$ cat src/rtl/clk_div_odd.sv
// Odd-ratio clock divider with exact 50% duty: a rising-edge counter/flag
// whose pulse is stretched by half an input period through a falling-edge copy.
module clk_div_odd #(
    parameter int DIV = 3
) (
    input  logic clk_in,
    input  logic rst_n,
    output logic clk_out
);

    localparam int CNT_W = $clog2(DIV);
    localparam int HALF  = (DIV - 1) / 2;

    localparam logic [CNT_W-1:0] CNT_MAX  = CNT_W'(DIV - 1);
    localparam logic [CNT_W-1:0] HALF_CNT = CNT_W'(HALF);

    // Even or too-small ratios cannot give a symmetric waveform with this scheme.
    generate
        if ((DIV < 3) || ((DIV % 2) == 0)) begin : g_bad_div
            $error("clk_div_odd: DIV must be odd and >= 3");
        end
    endgenerate

    logic [CNT_W-1:0] cnt_reg;
    logic [CNT_W-1:0] cnt_next;
    logic             q_pos_reg;
    logic             q_neg_reg;

    always_comb begin
        cnt_next = (cnt_reg == CNT_MAX) ? '0 : cnt_reg + CNT_W'(1);
    end

    // Reset parks the counter at its last value so release wraps straight to 0
    // and the first output edge coincides with the first released rising edge.
    always_ff @(posedge clk_in) begin
        if (!rst_n) begin
            cnt_reg   <= CNT_MAX;
            q_pos_reg <= 1'b0;
        end else begin
            cnt_reg   <= cnt_next;
            q_pos_reg <= (cnt_next < HALF_CNT);
        end
    end

    always_ff @(negedge clk_in) begin
        if (!rst_n) begin
            q_neg_reg <= 1'b0;
        end else begin
            q_neg_reg <= q_pos_reg;
        end
    end

    assign clk_out = q_pos_reg | q_neg_reg;

endmodule

$ cat config.mk
export PLATFORM = sky130hd
export DESIGN_NAME = clk_div_odd
export DESIGN_NICKNAME = d
export VERILOG_FILES = /design/src/rtl/clk_div_odd.sv
export SDC_FILE = /design/constraint.sdc
export NUM_CORES = 1
export LEC_CHECK = 0
export ABC_CLOCK_PERIOD_IN_PS = 800
export BUFFER_PORTS_ARGS = -buffer_cell sky130_fd_sc_hd__buf_4
export CORE_AREA = 5 5 42 44
export DETAILED_ROUTE_END_ITERATION = 7
export DIE_AREA = 0 0 47 49
export PLACE_DENSITY = 0.3
export SYNTH_ARGS = -nofsm -noshare
export SYNTH_HDL_FRONTEND = slang
export SYNTH_SLANG_ARGS = --single-unit
export TNS_END_PERCENT = 1
$ cat constraint.sdc
create_clock -name clk_in -period 0.8 [get_ports clk_in]
set_input_delay 0.08 -clock clk_in [delete_from_list [all_inputs] [get_ports clk_in]]
set_output_delay 0.08 -clock clk_in [all_outputs]
set_load 0.01 [all_outputs]
# ---- Word level (Yosys, flattened, before mapping)
# Cells that the tools add are included.
dict set report word_totals {
  reg_bits 4
  elab_cells 8
  in_bits 2
}
dict set report classes {
  n_eq_ne 1
  mux 1
  n_addsub 1
  bitwise_logic 1
  n_lt_le_gt_ge 1
}
# cell n
set op_table {}
lappend op_table {{$add A2 B1 Y2 const B} 1}
lappend op_table {{$eq A2 B2 Y1 const B} 1}
lappend op_table {{$lt A2 B1 Y1 const B} 1}
lappend op_table {{$mux W2} 1}
lappend op_table {{$or A1 B1 Y1} 1}

# ---- Depth between registers and ports, before layout
dict set report depth {
  depth_word 3
  mapped_depth 2
  depth_no_buf 2
}

==> summary.txt <==
Global routing
  – Vias in the first global route: 97
  – GRT overflow: 0
  – Pin count of the biggest net entering global routing: 5
  – Initial antenna violation count: 0
  – Global-route wire length before repair: 420 um
  – GRT Util Overall: 3.24%

Logic synthesis
  – Synth Area in Simple Gates: 25.3%
  – Post-Syn Instances: 11
  – Post-synth top flop: dfxtp_1
  – FFs w/ async S/R, synth: 0%
  – Largest family of logic cells by synthesized area: simple AND/OR/NAND/NOR gates
  – Post-synth EDFFs: 0
  – Mapped Area: 124 um^2
  – Mapped Nets: 13
  – Synth Area in XOR/XNOR: 0%
  – Yosys top cell by area: dfxtp_1
  – Synth cell types: 6
  – Adder-cell share of the synthesized area: 0%
  – Post-synth top area share: 64.6%
  – Post-synth top cells: dfxtp_1 (4), and2_1 (2), inv_1 (2)
  – Syn_area_per_cell: 11.3 um^2
  – Post-synthesis mux area share: 0%
  – Most common cell in the netlist: dfxtp_1
  – Sequential-to-total area share from yosys stat: 64.6%
  – Register bit total from synthesis: 4
  – Synth top area cells: dfxtp_1 (65%), and2_1 (10%), nor3b_2 (10%)
  – Synthesis Warnings: 0
  – Complex-gate fraction of the synthesized area: 4.04%

Timing
  – Final slew viol count: 0
  – Hold Vio Cnt, Final: 0
  – Worst Skew: 0.0534 ns
  – Slew @ Worst Pin: 0.120 ns
  – RSZ-0062 raised after global routing: yes
  – Setup TNS: -0.655 ns
  – Final setup viols: 2
  – Final Worst Setup Slack: -0.574 ns
  – Relative slew slack: 92.0%

Power and ir drop
  – Internal power: 427 uW
  – Max IR drop VDD: 1250 uV
  – P_sw: 111 uW
  – Clk pwr share: 53.7%
  – Sequential fraction of design power: 40.8%
  – Pwr Density: 2830 nW/um^2
  – Switching share of power: 20.6%
  – Comb pwr share: 5.5%
  – Leak: 0.0000807 uW
  – Final Power: 538 uW

Worst setup path
  – CP required: 0.72 ns
  – Worst path max stage delay: 0.28 ns
  – CP max stage cell: dfxtp_1
  – Top Family by Delay on Critical Path: flip-flops
  – Crit end category: output pin
  – WP data arrival: 1.29 ns
  – WP buf/inv: 1
  – Crit start category: flop
  – CP startpoint: q_neg_reg
  – Cell-by-cell listing of the critical path: or2_1 -> buf_6
  – Reg2reg start: q_pos_reg
  – Crit-path max FO: 1
  – Kind of critical path: flop to output pin

Placed design
  – GPL Wtd Cong: 0.536
  – Dpl cells: 29
  – Number of port buffers: 2
  – DP Worst Slack: -0.291 ns

Routing
  – DRC Markers: 0
  – Vias: 84
  – Post-DR vias/cell: 2.55
  – Post-route ant nets: 0
  – TritonRoute pass-1 iters: 1
  – Final wirelength: 174 um
  – Avg WL per Cell: 5.27 um
  – Initial drt markers: 0

Clock tree
  – Clock Sinks: 4
  – Clock transition at path regs: 0.04 ns
  – H-tree levels: 1
  – Cts hold-fix bufs: 0
  – CTS Root Cell: clkbuf_4
  – CTS Buffer Depth: 2
  – CTS tree: built
  – Clk_lat worst skew: 0.28 ns
  – TritonCTS Buffers: 3

Die
  – Die width: 47 um
  – Die area: 2300 um^2
  – Core Region: 1400 um^2
  – Initial core utilization: 8.84%
  – Die Y: 49 um
  – FP Rows: 14
  – Io pins: 3

Cells and area
  – Max FFs per register: 2
  – Fin nets: 20
  – Fillcell total: 166
  – Antenna diodes: 0
  – Area grow syn2layout: 53.5%
  – Layout Cells excl Fill: 33
  – Share of cells above drive strength 1: 41.2%

Min path
  – Hold path start: rst_n
  – Hold Path Class: input port to flop

Status
  – Status: complete, but fails checks
  – Failing checks: negative setup slack

Job
  – Max-cap violations: 0
## power groups by stage
| stage | logic, uW | registers, uW | clock network [uW] |
|---|---|---|---|
| 2_1_floorplan | 14.0 | 221 | 15.6 |
| 3_3_place_gp | 25.9 | 222 | 15.6 |
| 3_5_place_dp | 26.9 | 222 | 15.6 |
| 4_1_cts | 30.3 | 219 | 303 |
| 5_1_grt | 33.3 | 222 | 351 |
| 6_report | 29.5 | 220 | 289 |
## what timing repair did
action,4_1_cts,5_1_grt
setup endpoints to repair,2,2
setup buffers,0,0
gates resized for setup,1,1
gates cloned,0,0
pin swaps,0,0
## layout make-up
type	count	area [um^2]	area share (%)
repair buffers	2	18.8	9.87
clock buffers	4	26.3	13.8
inverters	1	3.75	1.97
flip-flops and latches	4	81.3	42.8
clock inverters	1	3.75	1.97
well taps	16	20.0	10.5
multi-input cells	5	36.3	19.1
## per-stage QoR
stage	instance area, um^2	hold WS [ns]	util, %
final	190	0.0335	13.6
after global routing	190	0.0375	13.6
after CTS	189	0.0286	13.5
after detailed placement	159	0.281	11.3
after global placement	159	0.275	11.3
after floorplan	124	0.160	-
## per-layer routing
| layer | track usage [%] | wire length, um |
|---|---|---|
| met1 | 3.51 | 72 |
| met2 | 2.04 | 49 |
| met3 | 6.64 | 51 |
| met4 | 1.38 | 0 |
| met5 | 0 | 0 |
## cells by family (layout without fill, tap and decap cells)
logic type / count (synthesis) / count (layout)
AO/OA/AOI/OAI: 1 / 1
AND/OR/NAND/NOR: 4 / 4
buffers and inverters: 2 / 8
flip-flops: 4 / 4
## cells in the final DEF (no fill, tap or decap), drive strengths merged
cell / instances
clkbuf: 4
or2: 1
buf: 2
nor3b: 1
o21ai: 1
inv: 2
dfxtp: 4
and2: 2
## worst paths after layout
path	endpoint	slack [ns]	depth (start not counted)
hold reg to reg	cnt_reg[0]	0.44	1
hold / removal	cnt_reg[1]	0.03	2
setup reg to reg	q_neg_reg	-0.08	1
setup / recovery	clk_out	-0.57	2
Note: power is estimated with default switching activity, not from simulation.
